### src/rtl/regfile_pkg.sv
// Shared types and default widths for the register-file port arbiter.
package regfile_pkg;

    localparam int DEF_DATA_W = 8;
    localparam int DEF_ADDR_W = 3;

    typedef enum logic [1:0] {
        IDLE   = 2'd0,
        SETUP  = 2'd1,
        STROBE = 2'd2
    } state_t;

    typedef enum logic {
        REQ_CORE = 1'b0,
        REQ_DBG  = 1'b1
    } req_t;

endpackage

### src/rtl/regfile_port_arbiter_rr_arb2.sv
// Two-way round-robin arbiter with a debug lock override; grant is combinational.
// Latency: zero cycles. Backpressure: the loser simply sees no grant.
module rr_arb2 (
    input  logic core_vld,
    input  logic dbg_vld,
    input  logic rr_last_dbg,
    input  logic lock,
    output logic gnt_core,
    output logic gnt_dbg
);

    always_comb begin
        gnt_core = 1'b0;
        gnt_dbg  = 1'b0;
        if (core_vld && dbg_vld) begin
            if (lock || !rr_last_dbg) begin
                gnt_dbg = 1'b1;
            end else begin
                gnt_core = 1'b1;
            end
        end else begin
            gnt_core = core_vld;
            gnt_dbg  = dbg_vld;
        end
    end

endmodule

### src/rtl/regfile_port_arbiter.sv
// Shares the register file between core and debug; sequences address setup before the write strobe.
// Latency: response two cycles after acceptance. Backpressure: ready only in IDLE, for the winner.
module regfile_port_arbiter
    import regfile_pkg::*;
#(
    parameter int DATA_W = DEF_DATA_W,
    parameter int ADDR_W = DEF_ADDR_W
) (
    input  logic              clk,
    input  logic              rst,

    input  logic              core_req_valid,
    output logic              core_req_ready,
    input  logic              core_req_we,
    input  logic [ADDR_W-1:0] core_req_raddr1,
    input  logic [ADDR_W-1:0] core_req_raddr2,
    input  logic [ADDR_W-1:0] core_req_waddr,
    input  logic [DATA_W-1:0] core_req_wdata,
    output logic              core_rsp_valid,
    output logic [DATA_W-1:0] core_rsp_rdata1,
    output logic [DATA_W-1:0] core_rsp_rdata2,

    input  logic              dbg_req_valid,
    output logic              dbg_req_ready,
    input  logic              dbg_req_we,
    input  logic [ADDR_W-1:0] dbg_req_raddr1,
    input  logic [ADDR_W-1:0] dbg_req_raddr2,
    input  logic [ADDR_W-1:0] dbg_req_waddr,
    input  logic [DATA_W-1:0] dbg_req_wdata,
    input  logic              dbg_lock,
    output logic              dbg_rsp_valid,
    output logic [DATA_W-1:0] dbg_rsp_rdata1,
    output logic [DATA_W-1:0] dbg_rsp_rdata2,

    output logic [ADDR_W-1:0] rf_read_addr1,
    output logic [ADDR_W-1:0] rf_read_addr2,
    output logic [ADDR_W-1:0] rf_write_addr,
    output logic [DATA_W-1:0] rf_write_data,
    output logic              rf_write_enable,
    input  logic [DATA_W-1:0] rf_read_data1,
    input  logic [DATA_W-1:0] rf_read_data2
);

    state_t              state_q, state_d;
    req_t                rr_last_q, rr_last_d;
    req_t                owner_q, owner_d;
    logic                lock_held_q, lock_held_d;
    logic                we_q, we_d;
    logic [ADDR_W-1:0]   raddr1_q, raddr1_d;
    logic [ADDR_W-1:0]   raddr2_q, raddr2_d;
    logic [ADDR_W-1:0]   waddr_q, waddr_d;
    logic [DATA_W-1:0]   wdata_q, wdata_d;
    logic                wen_q, wen_d;
    logic                core_rsp_valid_q, core_rsp_valid_d;
    logic [DATA_W-1:0]   core_rdata1_q, core_rdata1_d;
    logic [DATA_W-1:0]   core_rdata2_q, core_rdata2_d;
    logic                dbg_rsp_valid_q, dbg_rsp_valid_d;
    logic [DATA_W-1:0]   dbg_rdata1_q, dbg_rdata1_d;
    logic [DATA_W-1:0]   dbg_rdata2_q, dbg_rdata2_d;

    logic gnt_core, gnt_dbg;

    // The lock only overrides round-robin while debug still holds dbg_lock, so
    // dropping it hands the very next arbitration back to fair rotation.
    rr_arb2 u_arb (
        .core_vld    (core_req_valid),
        .dbg_vld     (dbg_req_valid),
        .rr_last_dbg (rr_last_q == REQ_DBG),
        .lock        (lock_held_q && dbg_lock),
        .gnt_core    (gnt_core),
        .gnt_dbg     (gnt_dbg)
    );

    assign core_req_ready = (state_q == IDLE) && gnt_core;
    assign dbg_req_ready  = (state_q == IDLE) && gnt_dbg;

    always_comb begin
        state_d          = state_q;
        rr_last_d        = rr_last_q;
        owner_d          = owner_q;
        lock_held_d      = lock_held_q;
        we_d             = we_q;
        raddr1_d         = raddr1_q;
        raddr2_d         = raddr2_q;
        waddr_d          = waddr_q;
        wdata_d          = wdata_q;
        wen_d            = 1'b0;
        core_rsp_valid_d = 1'b0;
        core_rdata1_d    = core_rdata1_q;
        core_rdata2_d    = core_rdata2_q;
        dbg_rsp_valid_d  = 1'b0;
        dbg_rdata1_d     = dbg_rdata1_q;
        dbg_rdata2_d     = dbg_rdata2_q;

        case (state_q)
            IDLE: begin
                if (!dbg_lock) lock_held_d = 1'b0;
                if (core_req_ready && core_req_valid) begin
                    owner_d   = REQ_CORE;
                    rr_last_d = REQ_CORE;
                    we_d      = core_req_we;
                    raddr1_d  = core_req_raddr1;
                    raddr2_d  = core_req_raddr2;
                    waddr_d   = core_req_waddr;
                    wdata_d   = core_req_wdata;
                    state_d   = SETUP;
                end else if (dbg_req_ready && dbg_req_valid) begin
                    owner_d   = REQ_DBG;
                    rr_last_d = REQ_DBG;
                    we_d      = dbg_req_we;
                    raddr1_d  = dbg_req_raddr1;
                    raddr2_d  = dbg_req_raddr2;
                    waddr_d   = dbg_req_waddr;
                    wdata_d   = dbg_req_wdata;
                    if (dbg_lock) lock_held_d = 1'b1;
                    state_d   = SETUP;
                end
            end
            SETUP: begin
                // Read data is captured here, before the strobe, so a read of the
                // register being written returns its old contents.
                if (owner_q == REQ_CORE) begin
                    core_rsp_valid_d = 1'b1;
                    core_rdata1_d    = rf_read_data1;
                    core_rdata2_d    = rf_read_data2;
                end else begin
                    dbg_rsp_valid_d  = 1'b1;
                    dbg_rdata1_d     = rf_read_data1;
                    dbg_rdata2_d     = rf_read_data2;
                end
                if (we_q) begin
                    wen_d   = 1'b1;
                    state_d = STROBE;
                end else begin
                    state_d = IDLE;
                end
            end
            STROBE:  state_d = IDLE;
            default: state_d = IDLE;
        endcase
    end

    always_ff @(posedge clk or posedge rst) begin
        if (rst) begin
            state_q          <= IDLE;
            rr_last_q        <= REQ_DBG;
            owner_q          <= REQ_CORE;
            lock_held_q      <= 1'b0;
            we_q             <= 1'b0;
            raddr1_q         <= '0;
            raddr2_q         <= '0;
            waddr_q          <= '0;
            wdata_q          <= '0;
            wen_q            <= 1'b0;
            core_rsp_valid_q <= 1'b0;
            core_rdata1_q    <= '0;
            core_rdata2_q    <= '0;
            dbg_rsp_valid_q  <= 1'b0;
            dbg_rdata1_q     <= '0;
            dbg_rdata2_q     <= '0;
        end else begin
            state_q          <= state_d;
            rr_last_q        <= rr_last_d;
            owner_q          <= owner_d;
            lock_held_q      <= lock_held_d;
            we_q             <= we_d;
            raddr1_q         <= raddr1_d;
            raddr2_q         <= raddr2_d;
            waddr_q          <= waddr_d;
            wdata_q          <= wdata_d;
            wen_q            <= wen_d;
            core_rsp_valid_q <= core_rsp_valid_d;
            core_rdata1_q    <= core_rdata1_d;
            core_rdata2_q    <= core_rdata2_d;
            dbg_rsp_valid_q  <= dbg_rsp_valid_d;
            dbg_rdata1_q     <= dbg_rdata1_d;
            dbg_rdata2_q     <= dbg_rdata2_d;
        end
    end

    assign rf_read_addr1   = raddr1_q;
    assign rf_read_addr2   = raddr2_q;
    assign rf_write_addr   = waddr_q;
    assign rf_write_data   = wdata_q;
    assign rf_write_enable = wen_q;
    assign core_rsp_valid  = core_rsp_valid_q;
    assign core_rsp_rdata1 = core_rdata1_q;
    assign core_rsp_rdata2 = core_rdata2_q;
    assign dbg_rsp_valid   = dbg_rsp_valid_q;
    assign dbg_rsp_rdata1  = dbg_rdata1_q;
    assign dbg_rsp_rdata2  = dbg_rdata2_q;

endmodule

### config.mk
export PLATFORM = sky130hd
export DESIGN_NAME = regfile_port_arbiter
export DESIGN_NICKNAME = d
export VERILOG_FILES = /design/src/rtl/regfile_pkg.sv /design/src/rtl/regfile_port_arbiter_rr_arb2.sv /design/src/rtl/regfile_port_arbiter.sv
export SDC_FILE = /design/constraint.sdc
export NUM_CORES = 1
export LEC_CHECK = 0
export ABC_AREA = 1
export BUFFER_PORTS_ARGS = -buffer_cell sky130_fd_sc_hd__buf_2
export CAP_MARGIN = 20
export CORE_MARGIN = 2
export CORE_UTILIZATION = 43
export CTS_BUF_LIST = sky130_fd_sc_hd__clkbuf_8
export CTS_CLUSTER_SIZE = 8
export DETAILED_ROUTE_END_ITERATION = 7
export PLACE_DENSITY = 0.74
export SYNTH_ARGS = -nofsm -noshare
export SYNTH_HDL_FRONTEND = slang
export SYNTH_SLANG_ARGS = --single-unit
### constraint.sdc
create_clock -name clk -period 2 [get_ports clk]
set_input_delay 0.1 -clock clk [delete_from_list [all_inputs] [get_ports clk]]
set_output_delay 0.1 -clock clk [all_outputs]
set_load 0.01 [all_outputs]
==> results of run 1 <==
flip-flops by register name (all words and copies together) (netlist names), 2 cells and up:
name and cells:
rf_read_addr2 3, rf_read_addr1 3, rf_write_addr 3, core_rsp_rdata1 8
dbg_rsp_rdata1 8, state_q 2, dbg_rsp_rdata2 8, rf_write_data 8
core_rsp_rdata2 8
path summary, 6_finish.rpt:
path | from | end | slack [ns] | cells after the start
worst max-delay path | rr_last_q$_DFFE_PP1P_ | core_req_ready | 0.24 | 7
worst min-delay path | rf_read_data1[3] | dbg_rsp_rdata1[3]$_DFFE_PP0P_ | 0.04 | 3
worst max register to register | state_q[1]$_DFFE_PP0P_ | core_rsp_rdata1[4]$_DFFE_PP0P_ | 0.37 | 5
worst min register to register | owner_q$_DFFE_PP0P_ | core_rsp_valid$_DFF_PP0_ | 0.44 | 1
max in group asynchronous | rst | dbg_rsp_rdata1[7]$_DFFE_PP0P_ | 1.03 | 4
min in group asynchronous | rst | dbg_rsp_valid$_DFF_PP0_ | 0.39 | 3
stage by stage:
step                setup slack [ns]  instances
floorplan                      0.474        309
CTS                            0.221        502
global placement               0.461        484
detailed placement             0.369        484
global route                   0.130        502
finish                         0.242        502
metal layers:
| metal | up-vias | GRT usage (%) |
|---|---|---|
| li1 | 1162 | - |
| met1 | 1094 | 24.6 |
| met2 | 60 | 33.4 |
| met3 | 12 | 3.33 |
| met4 | 0 | 10.0 |
| met5 | - | 0 |
synth_stat cells (all sizes together):
cell | n | area, um^2
nand2 | 94 | 370
inv | 64 | 240
dfrtp | 57 | 1430
nand3 | 38 | 190
o21ai | 35 | 175
buf | 11 | 68.8
nor2 | 6 | 32.5
clkbuf | 2 | 10.0
dfstp | 1 | 26.3
o211ai | 1 | 12.5
worst max-delay path, delay by kind of cell (launching register included):
kind	cells	cell delay [ns]
buffers and inverters	2	0.20
and+or+nand+nor	5	0.60
DFF	1	0.53
cell families after synthesis:
family	after synthesis	synth area share, %
buffers and inverters	77	12.5
AOI/OAI and AO/OA	36	7.35
and+or+nand+nor	138	23.2
DFF	58	56.9
what timing repair did:
item | 4_1_cts | 5_1_grt
hold endpoints to repair | 26 | 0
gates resized for setup | 0 | 0
hold buffers | 2 | 0
setup buffers | 0 | 0
layout make-up:
type,count,share of cell area (%)
Sequential cell,58,43.1
Clock inverter,6,1.71
Clock buffer,10,4.09
Multi-Input combinational cell,174,23.2
Timing Repair Buffer,115,18.0
Tap cell,75,2.79
Inverter,64,7.13
power by group:
part	switching, uW	internal [uW]
clock network	437	600
logic	1370	811
registers	310	1770
==> key figures, run 1 <==
Outcome
  • Outcome: finished, final reports clean

Global route
  • Antenna violations before repair: 0
  • Largest net degree at the start of global routing: 33
  • Global route overflow: 0
  • Global-route wire length before repair: 9.94 mm
  • Vias in the first global route: approximately 2300
  • GRT Util Overall: 19.8%

Setup path
  • CP Launch Type: register
  • Most used cell, CP: nand2_4
  • CP endpoint kind: output port
  • CP max stage cell: dfstp_2
  • CP required: 1.90 ns
  • Arrival time worst endpoint: 1.66 ns
  • Worst path cell trace: nand2_1 > nor2_2 > nand2_2 > nand2_4 > nand2_4 > inv_1 > buf_2
  • Crit-path max cell delay: 0.53 ns
  • CP max FO: 19
  • WS Path Type: reg2out

Timing
  • Max-slew violations: 0
  • Peak Freq: roughly 570 MHz
  • Worst Skew: 0.00921 ns
  • Total Neg Setup Slack: 0 ns
  • RSZ-0062 raised after global routing: false
  • Final Hold Viols: 0
  • Worst Max-Slew Pin Slew: 0.817 ns
  • Final worst-path cycle share: 87.9%
  • Setup violators final: 0
  • Hold Slack: about 0.036 ns
  • Final worst path period need: 1.76 ns
  • Worst slew margin: 45.4%

Yosys
  • Netlist cell types: 17
  • Flip-flop and latch count after synthesis: 58
  • Yosys warnings: 0
  • Seq/Total Area, Yosys: 56.9%
  • Mapped Nets: 366
  • Synthesized cell area: 2550 um^2
  • Avg Cell Area, Syn: 8.26 um^2
  • Synthesized netlist cell count: 309

Layout
  • Most frequent cells in the layout: buf_2, nand2_1, inv_1
  • Area occupied by multi-input gates: 781 um^2
  • Area growth syn-to-layout: 32.0%
  • Most common cell after layout, fill and taps aside: buf_2
  • Final #Nets: 479
  • Share of layout cells above drive strength 1: between 30% and 40%
  • Post-route core utilization: 57.9%
  • Design area: 3370 um^2
  • Reg area: 1450 um^2
  • Antenna diode count: 0
  • Fill cells: 572

Floorplanning
  • Die Area: approximately 6600 um^2
  • Starting density of the core: 43.9%
  • Number of top-level pins: 111
  • Chip Height: 81.0 um
  • Die W: 81.0 um
  • Row cnt: 28
  • Core footprint: 5820 um^2

Power
  • Pwr Density: around 1600 nW/um^2
  • Static leakage: 0.00204 uW
  • Worst vdd rail ir drop: about 750 uV
  • Pwr Total: 5300 uW

Drt
  • Pre-Repair DR Iteration Count: 4
  • M1 wire length: 2.51 mm
  • Top layer in use: met4
  • Routed met2 length: 2.96 mm
  • DR WL met3: 269 um
  • Initial drt markers: 92
  • Drt drc: 0
  • Via count: 2328
  • Post-DR wirelength/cell: about 12 um
  • Post-route ant nets: 0
  • Via/cell ratio: 4.64
  • Final wirelength: between 5 and 6 mm

Clock network
  • Sink Count: just under 60
  • Clk slew on worst S/H paths: 0.06 ns
  • CTS buffer count: 9
  • Clock Latency Late Sink: 0.32 ns
  • CTS Buffer Depth: 2
  • Htree depth: 3
  • CTS tree: built
  • Root Buffer: clkbuf_8

Placement
  • RePlAce Congestion: 0.766
  • Dpl hpwl: 4.24 mm
  • IO Port Bufs: 110
  • Dpl cell area: 3150 um^2

Job
  • Max-cap violations: 0

Worst hold path
  • Hold WC Path Type: in2reg
No activity file was read; power rests on OpenSTA's default activity.
==> inputs of run 2 (changes only) <==
--- a/config.mk
+++ b/config.mk
@@ -14,6 +14,7 @@
 export CTS_CLUSTER_SIZE = 8
 export DETAILED_ROUTE_END_ITERATION = 7
 export PLACE_DENSITY = 0.74
+export RECOVER_POWER = 100
 export SYNTH_ARGS = -nofsm -noshare
 export SYNTH_HDL_FRONTEND = slang
 export SYNTH_SLANG_ARGS = --single-unit
==> run 2 against run 1 <==
Against the previous run: fmax decreased by 0.86%; sequential share of layout area is 1.0 points higher; final area down 2.3%; critical path depth unchanged; clock skew fell by 0.0011 ns; count of clock-buffer cells in the layout unchanged; sequential power about the same; clock power is essentially flat; first-iteration DRC count grew 1.1%; power is 2.7% lower; critical path type unchanged; largest power group is now registers.
==> key figures, run 2 (synthesized netlist as in run 1, its figures left out) <==
Clock network
  • CTS Buffer Depth: 2 (unchanged)
  • CTS buffer count: 9 (unchanged)
  • Htree depth: 3 (unchanged)
  • Root Buffer: clkbuf_8
  • Clk slew on worst S/H paths: 0.07 ns (about the same)
  • Clock Latency Late Sink: 0.32 ns (about the same)
  • CTS tree: built
  • Sink Count: 58 (unchanged)
  • Setup bufs post-CTS: 0 (unchanged)

Setup path
  • CP required: 1.90 ns (about the same)
  • Arrival time worst endpoint: 1.67 ns (about the same)
  • CP top delay family: simple AND/OR/NAND/NOR gates
  • WP buf/inv: 2 (unchanged)
  • CP endpoint kind: output port
  • Crit-path max cell delay: 0.52 ns (about the same)
  • Worst path cell trace: nand2_1 > nor2_1 > nand2_2 > nand2_4 > nand2_4 > inv_1 > buf_2
  • Most used cell, CP: nand2_4
  • CP Launch Type: register
  • WS Path Type: reg2out
  • CP max stage cell: dfstp_1
  • CP max FO: 19 (unchanged)

Timing
  • RSZ-0062 raised after global routing: false
  • Worst slew margin: 29.1% (-16 points)
  • Worst Skew: 0.00808 ns (-0.00113 ns)
  • Final Hold Viols: 0 (unchanged)
  • Final worst slack: 0.227 ns (-0.0152 ns)
  • Setup violators final: 0 (unchanged)
  • Worst Max-Slew Pin Slew: 1.06 ns (+0.245 ns)
  • Final worst path period need: 1.77 ns (+0.0152 ns)
  • Max-slew violations: 0 (unchanged)
  • Final worst-path cycle share: 88.7% (+0.76 points)
  • Peak Freq: 564 MHz (-0.86%)
  • Total Neg Setup Slack: 0 ns (unchanged)

Global route
  • Antenna violations before repair: 0 (unchanged)
  • Vias in the first global route: 2266 (unchanged)
  • Largest net degree at the start of global routing: 33 (unchanged)
  • GRT Util Overall: 19.8% (unchanged)
  • Global route overflow: 0 (unchanged)
  • Global-route wire length before repair: 9.94 mm (unchanged)

Power
  • Worst vdd rail ir drop: 727 uV (-2.8%)
  • Static leakage: 0.00187 uW (-8.4%)
  • Pwr Density: 1570 nW/um^2 (-0.41%)
  • Pwr Total: 5160 uW (-2.7%)

Drt
  • Post-DR wirelength/cell: 11.8 um (+0.95%)
  • Final wirelength: 5.93 mm (+0.95%)
  • Via count: 2327 (-0.043%)
  • Pre-Repair DR Iteration Count: 4 (unchanged)
  • Initial drt markers: 93 (+1.1%)
  • Via/cell ratio: 4.64 (about the same)
  • Drt drc: 0 (unchanged)
  • Post-route ant nets: 0 (unchanged)

Floorplanning
  • Die W: 81.0 um (unchanged)
  • Core footprint: 5820 um^2 (unchanged)
  • Row cnt: 28 (unchanged)
  • Starting density of the core: 43.9% (unchanged)
  • Number of top-level pins: 111 (unchanged)
  • Chip Height: 81.0 um (unchanged)
  • Die Area: 6570 um^2 (unchanged)

Layout
  • Share of layout cells above drive strength 1: 18.7% (-14 points)
  • Most frequent cells in the layout: nand2_1, inv_1, dfrtp_1, buf_2, clkbuf_1
  • Final #Nets: 479 (unchanged)
  • Area growth syn-to-layout: 28.9%
  • Post-Layout Cell Count: 502 (unchanged)
  • Antenna diode count: 0 (unchanged)
  • Most common cell after layout, fill and taps aside: nand2_1

Worst hold path
  • Hold WC Path Type: in2reg

Placement
  • Dpl ws: 0.369 ns (unchanged)
  • RePlAce Congestion: 0.766 (unchanged)
  • Dpl cells: 484 (unchanged)
  • IO Port Bufs: 110 (unchanged)
  • Dpl hpwl: 4.24 mm (unchanged)

Outcome
  • Outcome: finished, final reports clean

Job
  • Max-cap violations: 0 (unchanged)
-- run 2: cell count changes in the layout (fill, tap and decap cells not counted), moves of 3 or more --
cell      previous run  this run
buf_2              110        57
clkbuf_1             0        53
nor2_1               2         5
nor2_2               4         1
o21ai_0             30        35
o21ai_1              5         0
-- run 2: power breakdown --
group	switching (uW)	total, uW	internal (uW)
sequential	323	2090	1770
combinational	1360	2020	659
clock	441	1040	600
-- run 2: stage by stage --
| step | cell area (um^2) | hold WS (ns) | utilization (%) |
|---|---|---|---|
| 6_report | 3290 | 0.0376 | 56.6 |
| 4_1_cts | 3370 | 0.0262 | 57.9 |
| 3_5_place_dp | 3150 | 0.206 | 54.2 |
| 5_1_grt | 3290 | 0.0422 | 56.6 |
| 3_3_place_gp | 3150 | 0.200 | 54.2 |
| 2_1_floorplan | 2550 | 0.220 | - |
-- run 2: final cells by class --
cell class                 instances  area, um^2
clock inverter                     6        57.6
fill                             603        2530
timing repair buffer             115         539
sequential                        58        1450
inverter                          64         240
clock buffer                      10         138
multi-input combinational        174         768
tap                               75        93.8
-- run 2: worst min-delay path, stage by stage --
cell and delay (ns):
buf_2 0.09, inv_1 0.05, o21ai_0 0.07
-- run 2: routing by layer --
| metal | global-route usage [%] | vias to the layer above | part of all wire, % |
|---|---|---|---|
| met5 | 0 | - | 0 |
| met4 | 10.0 | 0 | 2.1 |
| met3 | 3.33 | 10 | 4.2 |
| met2 | 33.4 | 59 | 50 |
| met1 | 24.6 | 1093 | 43 |
| li1 | - | 1165 | - |
-- run 2: timing repair --
| item | in CTS | in global routing |
|---|---|---|
| endpoints found under the hold margin | 26 | 0 |
| resized for setup | 0 | 0 |
| hold buffers | 2 | 0 |
-- run 2: final timing paths --
path                       slack [ns]  cells past startpoint                        endpoint                    from
max reg2reg                      0.39                      5  core_rsp_rdata1[4]$_DFFE_PP0P_  state_q[1]$_DFFE_PP0P_
max in group asynchronous        0.70                      4   dbg_rsp_rdata1[7]$_DFFE_PP0P_                     rst
min in group asynchronous        0.59                      3         dbg_rsp_valid$_DFF_PP0_                     rst
min                              0.04                      3   dbg_rsp_rdata1[3]$_DFFE_PP0P_        rf_read_data1[3]
min reg2reg                      0.44                      1        core_rsp_valid$_DFF_PP0_     owner_q$_DFFE_PP0P_
max                              0.23                      7                  core_req_ready   rr_last_q$_DFFE_PP1P_
